[src/rtl/mm_tile_scheduler.sv]
// mm_tile_scheduler: walks a K x N grid of matrix-mult tile jobs, issuing one engine start per
// job with its buffer offsets, with abort/drain handling.
module mm_tile_scheduler #(
    parameter int ROW    = 4,
    parameter int W_SIZE = 256,
    parameter int I_SIZE = 256,
    parameter int O_SIZE = 256,
    parameter int AW     = $clog2(256)
) (
    input  logic          clk_i,
    input  logic          rst_i,
    input  logic          cmd_valid_i,
    output logic          cmd_ready_o,
    input  logic [3:0]    cmd_k_m1_i,
    input  logic [3:0]    cmd_n_m1_i,
    input  logic [AW-1:0] cmd_i_rows_i,
    input  logic [AW-1:0] cmd_w_base_i,
    input  logic [AW-1:0] cmd_i_base_i,
    input  logic [AW-1:0] cmd_o_base_i,
    input  logic          abort_i,
    output logic          mm_start_o,
    output logic [AW-1:0] mm_w_offset_o,
    output logic [AW-1:0] mm_i_offset_o,
    output logic [AW-1:0] mm_psum_offset_o,
    output logic [AW-1:0] mm_o_offset_o,
    output logic          mm_accum_en_o,
    input  logic          mm_done_i,
    output logic          busy_o,
    output logic          done_o,
    output logic          aborted_o
);
    typedef enum logic [2:0] {S_IDLE, S_ISSUE, S_WAIT, S_DRAIN, S_DONE} state_t;

    state_t        r_state, w_next;
    logic [3:0]    r_k_m1, r_n_m1, r_k, r_n;
    logic [AW-1:0] r_rows, r_i_base, r_w_ptr, r_i_ptr, r_o_ptr;
    logic          r_aborted;
    logic          w_accept, w_last_k, w_last_n, w_step, w_abort_end;

    if (W_SIZE > 2**AW || I_SIZE > 2**AW || O_SIZE > 2**AW) begin : g_size_check
        $error("buffer depth exceeds address range");
    end

    assign w_accept    = cmd_valid_i && r_state == S_IDLE;
    assign w_last_k    = r_k == r_k_m1;
    assign w_last_n    = r_n == r_n_m1;
    assign w_step      = r_state == S_WAIT && mm_done_i && !abort_i && !(w_last_k && w_last_n);
    assign w_abort_end = mm_done_i && ((r_state == S_WAIT && abort_i) || r_state == S_DRAIN);

    always_ff @(posedge clk_i) begin
        if (rst_i) r_state <= S_IDLE;
        else       r_state <= w_next;
    end

    always_comb begin
        w_next = r_state;
        case (r_state)
            S_IDLE:  w_next = cmd_valid_i ? S_ISSUE : S_IDLE;
            S_ISSUE: w_next = abort_i ? S_DRAIN : S_WAIT;
            S_WAIT:  w_next = mm_done_i ? (abort_i ? S_IDLE : (w_last_k && w_last_n) ? S_DONE : S_ISSUE)
                                        : (abort_i ? S_DRAIN : S_WAIT);
            S_DRAIN: w_next = mm_done_i ? S_IDLE : S_DRAIN;
            S_DONE:  w_next = S_IDLE;
            default: w_next = S_IDLE;
        endcase
    end

    always_ff @(posedge clk_i) begin
        if (rst_i) begin
            r_k_m1    <= '0;
            r_n_m1    <= '0;
            r_k       <= '0;
            r_n       <= '0;
            r_rows    <= '0;
            r_i_base  <= '0;
            r_w_ptr   <= '0;
            r_i_ptr   <= '0;
            r_o_ptr   <= '0;
            r_aborted <= 1'b0;
        end else if (w_accept) begin
            r_k_m1    <= cmd_k_m1_i;
            r_n_m1    <= cmd_n_m1_i;
            r_k       <= '0;
            r_n       <= '0;
            r_rows    <= cmd_i_rows_i;
            r_i_base  <= cmd_i_base_i;
            r_w_ptr   <= cmd_w_base_i;
            r_i_ptr   <= cmd_i_base_i;
            r_o_ptr   <= cmd_o_base_i;
            r_aborted <= 1'b0;
        end else begin
            // Weights advance every job; inputs rewind and outputs advance at each new column tile.
            if (w_step) begin
                r_k     <= w_last_k ? 4'd0 : r_k + 4'd1;
                r_n     <= w_last_k ? r_n + 4'd1 : r_n;
                r_w_ptr <= r_w_ptr + AW'(ROW);
                r_i_ptr <= w_last_k ? r_i_base : r_i_ptr + r_rows;
                r_o_ptr <= w_last_k ? r_o_ptr + r_rows : r_o_ptr;
            end
            if (w_abort_end) r_aborted <= 1'b1;
        end
    end

    assign cmd_ready_o      = r_state == S_IDLE;
    assign mm_start_o       = r_state == S_ISSUE;
    assign mm_w_offset_o    = r_w_ptr;
    assign mm_i_offset_o    = r_i_ptr;
    assign mm_psum_offset_o = r_o_ptr;
    assign mm_o_offset_o    = r_o_ptr;
    assign mm_accum_en_o    = r_k != 4'd0;
    assign busy_o           = r_state != S_IDLE;
    assign done_o           = r_state == S_DONE;
    assign aborted_o        = r_aborted;
endmodule

[config.mk]
export PLATFORM = sky130hd
export DESIGN_NAME = mm_tile_scheduler
export DESIGN_NICKNAME = d
export VERILOG_FILES = /design/src/rtl/mm_tile_scheduler.sv
export SDC_FILE = /design/constraint.sdc
export NUM_CORES = 1
export LEC_CHECK = 0
export CAP_MARGIN = 10
export CORE_ASPECT_RATIO = 0.9
export CORE_MARGIN = 10
export CORE_UTILIZATION = 46
export DETAILED_ROUTE_END_ITERATION = 16
export DONT_BUFFER_PORTS = 1
export PLACE_DENSITY_LB_ADDON = 0.05
export SETUP_SLACK_MARGIN = 0.1
export SLEW_MARGIN = 20
export SYNTH_ARGS = -nofsm -noshare
export SYNTH_HDL_FRONTEND = slang
export SYNTH_SLANG_ARGS = --single-unit
[constraint.sdc]
create_clock -name clk_i -period 2.2 [get_ports clk_i]
set_clock_uncertainty 0.1 [all_clocks]
set_input_delay 0.44 -clock clk_i [delete_from_list [all_inputs] [get_ports clk_i]]
set_output_delay 0.44 -clock clk_i [all_outputs]
set_load 0.03 [all_outputs]
==> metrics, run 1 <==
result of the run=completed; logic gate share of total power=about a quarter; total of flip-flops plus latches after synthesis=60; final setup violation count=0; antenna violations before repair=0; Worst Path Class, Setup=reg -> reg; first-pass GRT wire length=13.5 mm; final instance area=slightly below 4000 um^2; classification of the worst-slack hold path=in -> reg; total global routing track utilization=15.7%; synth warn=0; number of H-tree levels=3; placer congestion estimate=around 0.8; prevailing post-synth register cell=dfxtp_1; fill cell total of the finished layout=641; CP arrival=between 2000 and 2500 ps; die area=approximately 11000 um^2; cell types occupying the most area after synthesis=dfxtp_1 37%, nand2_1 8.7%, ha_1 7.0%; sequential cell area fraction in the yosys report=a little under two fifths; worst IR drop on VDD=between 300 and 400 uV; data required time of the worst path=around 2300 ps; sort of element at the end of the critical path=flop; antenna viol nets, final=0; Post-CTS Hold Buffers=0; final total negative setup slack=0 ps; max-capacitance violation count=0; gate count after technology mapping=roughly 400; CTS Root Cell=clkbuf_8; Worst setup SP type=flop; GR Util met1=approximately 18%; Pins Over Slew Limit=0; final clock period utilization by the worst path=about 91%; floorplan die width=108 um; Static Leak=approximately 1.5 nW; post-layout minimum cycle time=2010 ps; effective utilization at floorplan=between 40% and 50%; clock group share of total power=around a third; GRT overflow=0; share of cells above drive strength 1=between 20% and 30%; routed via count divided by cell count=between 5 and 6; # port buffers=0; wire length after detailed routing=about 8.3 mm; Synth-to-Final Area Change=20.0%; sequential power share=a little over two fifths; count of final hold-check violations=0; internal power=~2.0 mW; fmax=between 0.4 and 0.5 GHz; Switching Share=34.7%; number of buffers inserted during clock tree synthesis=9; top library cells by usage in the layout, fill and taps aside=74 x nand2_1, 54 x dfxtp_1, 42 x buf_4, 36 x nor2_1, 34 x a21oi_1; post-detailed-route wirelength per cell=around 16 um; proportion of netlist area held by the largest area contributor=between 30 and 40%; Max Root-Sink Buffers=2; violation count after the first detailed-route iteration=75; transition time at the pin with the least slew margin=between 400 and 500 ps; Max-slew headroom=a little under 70%; grt peak-use layer=met2; total clock sinks=60; Final HPWL DP=roughly 6.1 mm; synthesized area=about 3200 um^2; count of different cell masters after synthesis=between 50 and 60; net count of the mapped netlist=460; First-pass DRT Iterations=4; Pwr per Cell Area=~800 nW/um^2; Placement Rows=28; worst reg-to-reg path cell count=9; most frequent standard cell in the layout excluding fill and tap cells=nand2_1; critical path peak fanout=3; count of placed standard cells including taps=497; Nets=between 400 and 500; Tot Pwr=around 3.1 mW; reg2reg setup slack=190 ps; final core utilization=just under 60%; async set or reset register ratio after synthesis=0%; core box area=between 6000 and 7000 um^2; non-filler cells in the finished layout=roughly 520; dominant cell type by area after synthesis=dfxtp_1; clock insertion delay at the later pin of the skew report=around 350 ps; number of vias in the routed layout=roughly 2700; number of placed I/O pins=between 80 and 90; Antenna Diode Count=0; post-synthesis area per instance=around 8.2 um^2; count of cells along the worst hold path=1; number of global-route vias before repair=between 2000 and 3000; clock input transition at the sequential cells of the worst setup and hold paths=~70 ps; Post-Place Cell Area=~3500 um^2; number of flops mapped to enable cells by yosys=0; power spent charging and discharging nets=roughly 1.1 mW; largest net degree at the start of global routing=54; combined area of the multi-input logic cells=between 1500 and 2000 um^2; met3 usage=6.77%; setup repair after global routing missed its margin=yes; GR Layer Usage met2=roughly a quarter; clock tree from TritonCTS=built; Die Y=around 99 um; drt drc=0; area taken by flip-flops and latches=around 1200 um^2
## flip-flops by register name, indices dropped and copies added (netlist names)
signal         cells
r_n_m1             4
aborted_o          1
r_i_base           8
r_state            3
r_k_m1             4
r_n                4
mm_o_offset_o      8
mm_i_offset_o      8
r_rows             8
mm_w_offset_o      8
r_k                4
## worst paths after layout
path | from | end
worst min-delay path | rst_i | r_i_base[3]
worst max register to register | r_rows[0] | mm_i_offset_o[6]
worst min register to register | r_i_base[1] | r_i_base[1]
worst max-delay path | r_rows[0] | mm_i_offset_o[6]
## worst max-delay path: stages (launching register included)
cell and delay (ps):
dfxtp_4 370, ha_4 160, inv_2 40, fa_2 410, nor2b_4 150, o31a_1 190, o22ai_1 120, xnor2_1 140
a21oi_1 140, o22ai_1 90
## final cells by class
cell class / instances / area share, %
Inverter: 10 / 0.969
Clock inverter: 7 / 1.97
Clock buffer: 9 / 3.20
Sequential cell: 60 / 31.3
Multi-Input combinational cell: 297 / 50.2
Timing Repair Buffer: 45 / 9.46
Tap cell: 90 / 2.91
## power groups by stage
stage               clock [mW]  combinational, mW  sequential [mW]
CTS                       1.04              0.787             1.29
finish                    1.01              0.809             1.29
floorplan                    0              0.497             1.37
global placement             0              0.754             1.31
detailed placement           0              0.763             1.32
global route              1.09              0.896             1.31
## per-layer routing
layer | up-vias | part of all wire, %
li1 | 1425 | -
met1 | 1259 | 42
met5 | - | 0
met4 | 0 | 1.1
met3 | 9 | 7.4
met2 | 54 | 49
## cell families after synthesis
logic type | after synthesis | synth area share (%)
flip-flops | 60 | 37.2
multiplexers | 6 | 1.86
AO/OA/AOI/OAI | 94 | 18.5
buffers and inverters | 38 | 5.74
XOR/XNOR | 25 | 6.79
adder cells (fa/ha/maj) | 20 | 8.22
AND/OR/NAND/NOR | 152 | 21.7
## per-stage QoR
step	hold WS, ps	setup slack [ps]
after global placement	337	-56.6
after floorplan	333	-49.8
after detailed placement	341	-169
after CTS	42.3	109
final	53.9	194
after global routing	26.0	77.1
## synthesized netlist by cell type (2+ instances only)
| library cell | number |
|---|---|
| a21oi_1 | 35 |
| ha_1 | 18 |
| mux2i_1 | 6 |
| dfxtp_1 | 60 |
| a2111oi_0 | 2 |
| nor3b_1 | 2 |
| o311ai_0 | 2 |
| nor2_1 | 36 |
| nor3_1 | 9 |
| xnor2_1 | 13 |
| inv_1 | 10 |
| nand3_1 | 3 |
| a21o_1 | 2 |
| o21ai_1 | 2 |
| a211oi_1 | 14 |
| nand2_1 | 75 |
| nand2_2 | 2 |
| clkbuf_1 | 17 |
| a31oi_1 | 2 |
| nand4_1 | 6 |
| o31a_1 | 2 |
| fa_1 | 2 |
| o21ai_0 | 14 |
| xor2_1 | 12 |
| o21a_1 | 4 |
| nor2b_1 | 3 |
| o211ai_1 | 3 |
| o22ai_1 | 4 |
| nor4_1 | 2 |
| buf_4 | 9 |
| nand2b_1 | 4 |
## what timing repair did
item | in CTS | in global routing
gates resized for setup | 14 | 16
pin swaps | 6 | 8
endpoints found under the setup margin | 3 | 5
buffers inserted | 5 | 0
Power figures use the tool's default switching activity.
==> run 2, diff against run 1 <==
--- a/config.mk
+++ b/config.mk
@@ -5,6 +5,7 @@
 export SDC_FILE = /design/constraint.sdc
 export NUM_CORES = 1
 export LEC_CHECK = 0
+export ABC_AREA = 1
 export CAP_MARGIN = 10
 export CORE_ASPECT_RATIO = 0.9
 export CORE_MARGIN = 10
==> metrics, run 2 <==
CP peak stage delay=around 460 ps; Synth-to-Final Area Change=10.4%; drt drc=0; post-detailed-route wirelength per cell=around 15 um; Nets=approximately 600; number of buffers inserted during clock tree synthesis=9; proportion of netlist area held by the largest area contributor=between 30 and 40%; routed via count divided by cell count=just over 5; Placement Rows=30; Die Y=approximately 100 um; count of placed standard cells including taps=approximately 630; floorplan die width=approximately 110 um; number of placed I/O pins=83; GRT overflow=0; net count of the mapped netlist=601; count of final hold-check violations=0; clock input transition at the sequential cells of the worst setup and hold paths=roughly 70 ps; cell types occupying the most area after synthesis=dfxtp_1 34%, nand2_1 14%, nor2_1 8.7%; antenna violations before repair=0; Max-slew headroom=62.1%; reg2reg setup slack=between 200 and 300 ps; violation count after the first detailed-route iteration=150; final setup violation count=0; gate count after technology mapping=around 540; max-capacitance violation count=0; slowest stage cell on the critical path=nor2_1; final core utilization=between 50 and 60%; fmax=about 0.51 GHz; synth warn=0; clock tree from TritonCTS=built; Post-CTS Hold Buffers=0; number of flops mapped to enable cells by yosys=0; number of vias in the routed layout=around 3300; Final HPWL DP=7.09 mm; final clock period utilization by the worst path=89.5%; Max Root-Sink Buffers=2; number of global-route vias before repair=around 3200; count of cells along the worst hold path=1; most frequent standard cell in the layout excluding fill and tap cells=nand2_1; dominant cell type by area after synthesis=dfxtp_1; Pwr per Cell Area=roughly 860 nW/um^2; routed length on met3=about 750 um; setup repair after global routing missed its margin=no; worst IR drop on VDD=around 440 uV; final total negative setup slack=0 ps; number of H-tree levels=3; non-filler cells in the finished layout=648; worst reg-to-reg path cell count=7; share of cells above drive strength 1=9.96%; routed metal-1 wirelength=about 4.4 mm; CP arrival=1430 ps; Worst Path Class, Setup=reg -> out; wire length after detailed routing=roughly 9.6 mm; sequential cell area fraction in the yosys report=33.7%; CTS Root Cell=clkbuf_8; antenna viol nets, final=0; sort of element at the end of the critical path=output pin; total global routing track utilization=between 10% and 20%; count of different cell masters after synthesis=33; post-layout minimum cycle time=1970 ps; placer congestion estimate=between 0.8 and 0.9; clock insertion delay at the later pin of the skew report=350 ps; first-pass GRT wire length=approximately 16 mm; critical path peak fanout=3; Commonest cells post-synth=137 x nand2_1, 83 x nor2_1, 60 x dfxtp_1, 57 x inv_1, 40 x o21ai_0; data required time of the worst path=~1700 ps; Antenna Diode Count=0; DR WL met2=4.36 mm; # port buffers=0; post-synthesis area per instance=~6.6 um^2; Worst setup SP type=flop; synthesized area=between 3000 and 4000 um^2; result of the run=completed; fill cell total of the finished layout=779; number of buffers inserted by post-CTS setup repair=0; top library cells by usage in the layout, fill and taps aside=137 x nand2_1, 83 x nor2_1, 59 x dfxtp_1, 57 x inv_1, 40 x o21ai_0; classification of the worst-slack hold path=in -> reg; core box area=7540 um^2; critical path cell sequence=or2_1 > nor2_1; highest metal layer with signal wires=met4; total of flip-flops plus latches after synthesis=60; die area=about 12000 um^2; total clock sinks=60; most frequently used cell type in the post-synthesis netlist=nand2_1; First-pass DRT Iterations=4; largest net degree at the start of global routing=44; transition time at the pin with the least slew margin=around 570 ps; Static Leak=roughly 2.0 nW; prevailing post-synth register cell=dfxtp_1; effective utilization at floorplan=a little under half; Pins Over Slew Limit=0; async set or reset register ratio after synthesis=0%
==> run 2: per-stage QoR <==
stage          instance area [um^2]  setup WS, ps  hold WS [ps]  power, mW
2_1_floorplan                  3560           282           344       2.13
3_3_place_gp                   3730           303           357       2.35
3_5_place_dp                   3730           294           366       2.36
4_1_cts                        3930           199          39.3       3.41
5_1_grt                        3930           111          43.0       3.60
6_report                       3930           232          58.0       3.37
==> run 2: repair_timing <==
action                                  4_1_cts  5_1_grt
resized for setup                             0        2
hold endpoints to repair                      0        0
endpoints found under the setup margin        0        1
==> run 2: kinds of logic after synthesis <==
| kind of cell | share of synthesized area, % |
|---|---|
| flip-flops | 33.7 |
| AND/OR/NAND/NOR | 34.0 |
| XOR/XNOR | 3.44 |
| adder cells (fa/ha/maj) | 7.45 |
| buffers and inverters | 10.3 |
| AO/OA/AOI/OAI | 11.1 |
==> run 2: area by class of cell <==
cell class	instances	area [um^2]	area share, %
clock buffer	11	151	3.85
clock inverter	5	50.0	1.27
inverter	60	225	5.73
multi-input combinational	391	2000	50.7
sequential	60	1200	30.6
tap	96	120	3.05
timing repair buffer	25	188	4.77
==> run 2: critical path, delay by kind of cell, from the launching register on <==
kind | cells | cell delay [ps]
AND/OR/NAND/NOR | 2 | 750
flip-flops | 1 | 330
==> run 2: power by group <==
| group | switching, mW | internal [mW] | total (mW) |
|---|---|---|---|
| sequential | 0.132 | 1.20 | 1.33 |
| clock | 0.451 | 0.577 | 1.03 |
| combinational | 0.663 | 0.347 | 1.01 |
| total | 1.25 | 2.12 | 3.37 |
==> run 2: path summary, 6_finish.rpt <==
path | startpoint | end
setup / recovery | r_state[1] | done_o
setup reg to reg | r_state[1] | mm_o_offset_o[1]
hold reg to reg | r_n_m1[2] | r_n_m1[2]
hold / removal | rst_i | r_i_base[6]
==> run 2: layer usage <==
layer | up-vias | global-route usage [%]
met2 | 81 | 26.4
met1 | 1470 | 21.0
li1 | 1730 | -
met5 | - | 0
met3 | 9 | 5.77
met4 | 0 | 5.36
==> run 3, diff against run 2 <==
--- a/config.mk
+++ b/config.mk
@@ -13,6 +13,7 @@
 export DETAILED_ROUTE_END_ITERATION = 16
 export DONT_BUFFER_PORTS = 1
 export PLACE_DENSITY_LB_ADDON = 0.05
+export REMOVE_ABC_BUFFERS = 1
 export SETUP_SLACK_MARGIN = 0.1
 export SLEW_MARGIN = 20
 export SYNTH_ARGS = -nofsm -noshare
==> metrics, run 3 (synthesis gave the netlist of run 2 again) <==
number of vias in the routed layout=3295; final worst slack=about 240 ps; DR WL met2=roughly 4 mm; drt drc=0; source of the worst hold timing path=rst_i; sort of element at the end of the critical path=flop; crit-path leading delay family=adder cells; destination of the worst register-to-register timing path=mm_i_offset_o[4]; Pwr per Cell Area=just over 800 nW/um^2; share of cells above drive strength 1=roughly a tenth; First-pass DRT Iterations=4; violation count after the first detailed-route iteration=roughly 130; largest net degree at the start of global routing=44; most frequent standard cell in the layout excluding fill and tap cells=nand2_1; Die Y=~100 um; highest metal layer with signal wires=met4; placer congestion estimate=around 0.85; die area=around 12000 um^2; worst reg-to-reg path cell count=13; Synth-to-Final Area Change=10.5%; Worst setup SP type=flop; Nets=between 600 and 700; clock insertion delay at the later pin of the skew report=340 ps; Worst Path Class, Setup=reg -> reg; Tot Pwr=between 3 and 4 mW; count of final hold-check violations=0; most prevalent standard cell on the critical path=nand2_1; non-filler cells in the finished layout=between 600 and 700; count of cells along the worst hold path=1; fmax=between 0.5 and 0.6 GHz; classification of the worst-slack hold path=in -> reg; number of buffers inserted during clock tree synthesis=9; fill cell total of the finished layout=760; effective utilization at floorplan=a little under half; floorplan die width=approximately 110 um; result of the run=completed; number of global-route vias before repair=between 3000 and 4000; final total negative setup slack=0 ps; worst IR drop on VDD=about 390 uV; Static Leak=between 1.5 and 2 nW; final setup violation count=0; antenna violations before repair=0; Max Root-Sink Buffers=2; max-capacitance violation count=0; post-detailed-route wirelength per cell=~14 um; antenna viol nets, final=0; core box area=7540 um^2; critical path cell sequence=ha_1 > inv_1 > fa_1 > inv_1 > nand2_1 > nand2_1 > nand2_1 > nand2_1 > nand2_1 > nand3_1 > nand2_1 > nor2_1 > nor2_1; clock input transition at the sequential cells of the worst setup and hold paths=roughly 70 ps; total clock sinks=60; data required time of the worst path=2330 ps; setup repair after global routing missed its margin=yes; routed via count divided by cell count=just over 5; clock tree from TritonCTS=built; number of placed I/O pins=just over 80; routed length on met3=approximately 700 um; routed metal-1 wirelength=approximately 4.5 mm; CP peak stage delay=about 410 ps; Antenna Diode Count=0; count of placed standard cells including taps=between 600 and 700; final core utilization=a little over half; CTS Root Cell=clkbuf_8; CP arrival=roughly 2100 ps; post-layout minimum cycle time=1960 ps; critical path peak fanout=3; Critical Path Stages=13; first-pass GRT wire length=about 15 mm; total global routing track utilization=between 10% and 20%; wire length after detailed routing=approximately 9.3 mm; post-placement setup slack=between 200 and 300 ps; Final HPWL DP=~7.0 mm; slowest stage cell on the critical path=fa_1; Bufs and invs on worst path=2; Max-slew headroom=approximately 70%; Worst Hold Path EP=r_i_base[6]; top library cells by usage in the layout, fill and taps aside=137 x nand2_1, 83 x nor2_1, 60 x dfxtp_1, 57 x inv_1, 40 x o21ai_0; Post-CTS Hold Buffers=0; number of H-tree levels=3; reg2reg setup slack=240 ps; reg-to-reg startpoint=r_rows[0]; GRT overflow=0; final clock period utilization by the worst path=a little under 90%; Pins Over Slew Limit=0; # port buffers=0; Placement Rows=30; transition time at the pin with the least slew margin=around 450 ps
[run 3: worst reg2reg max path, delay by kind of cell, from the launching register on]
kind,cells,cell delay (ps)
adder cells (fa/ha/maj),2,650
AND/OR/NAND/NOR,9,550
flip-flops,1,370
buffers and inverters,2,180
[run 3: cell type report]
| cell class | instances | area [um^2] | share of cell area (%) |
|---|---|---|---|
| sequential | 60 | 1200 | 30.5 |
| clock inverter | 3 | 20.0 | 0.509 |
| tap | 96 | 120 | 3.05 |
| clock buffer | 13 | 169 | 4.29 |
| timing repair buffer | 27 | 203 | 5.15 |
| multi-input combinational | 391 | 2000 | 50.8 |
| inverter | 60 | 225 | 5.72 |
[run 3: metrics by stage]
step                area (um^2)  hold WS (ps)
floorplan                  3420           342
finish                     3940          67.2
CTS                        3920          50.4
detailed placement         3730           358
global placement           3730           353
global route               3940          43.5
[run 3: worst max-delay path by stage]
stage	from	endpoint	slack, ps
4_1_cts	r_k[3]	mm_w_offset_o[5]	250
3_5_place_dp	r_k[3]	mm_w_offset_o[6]	270
2_1_floorplan	r_state[1]	mm_i_offset_o[0]	-430
3_3_place_gp	r_rows[0]	mm_i_offset_o[6]	290
5_1_grt	r_k[2]	mm_w_offset_o[5]	90
6_report	r_rows[0]	mm_i_offset_o[4]	240
[run 3: what timing repair did]
item	in CTS	in global routing
endpoints found under the setup margin	0	10
endpoints found under the hold margin	0	0
setup buffers	0	2
gates resized for setup	0	1
[run 3: per-layer routing]
metal  GRT usage [%]  up-vias
li1                -     1728
met2            25.2       81
met1            20.7     1477
met5               0        -
met3            5.54        9
met4            5.17        0
[run 3: power by group]
group	internal, mW	switching (mW)	total, mW
registers	1.20	0.125	1.32
logic	0.354	0.659	1.01
clock network	0.500	0.437	0.937
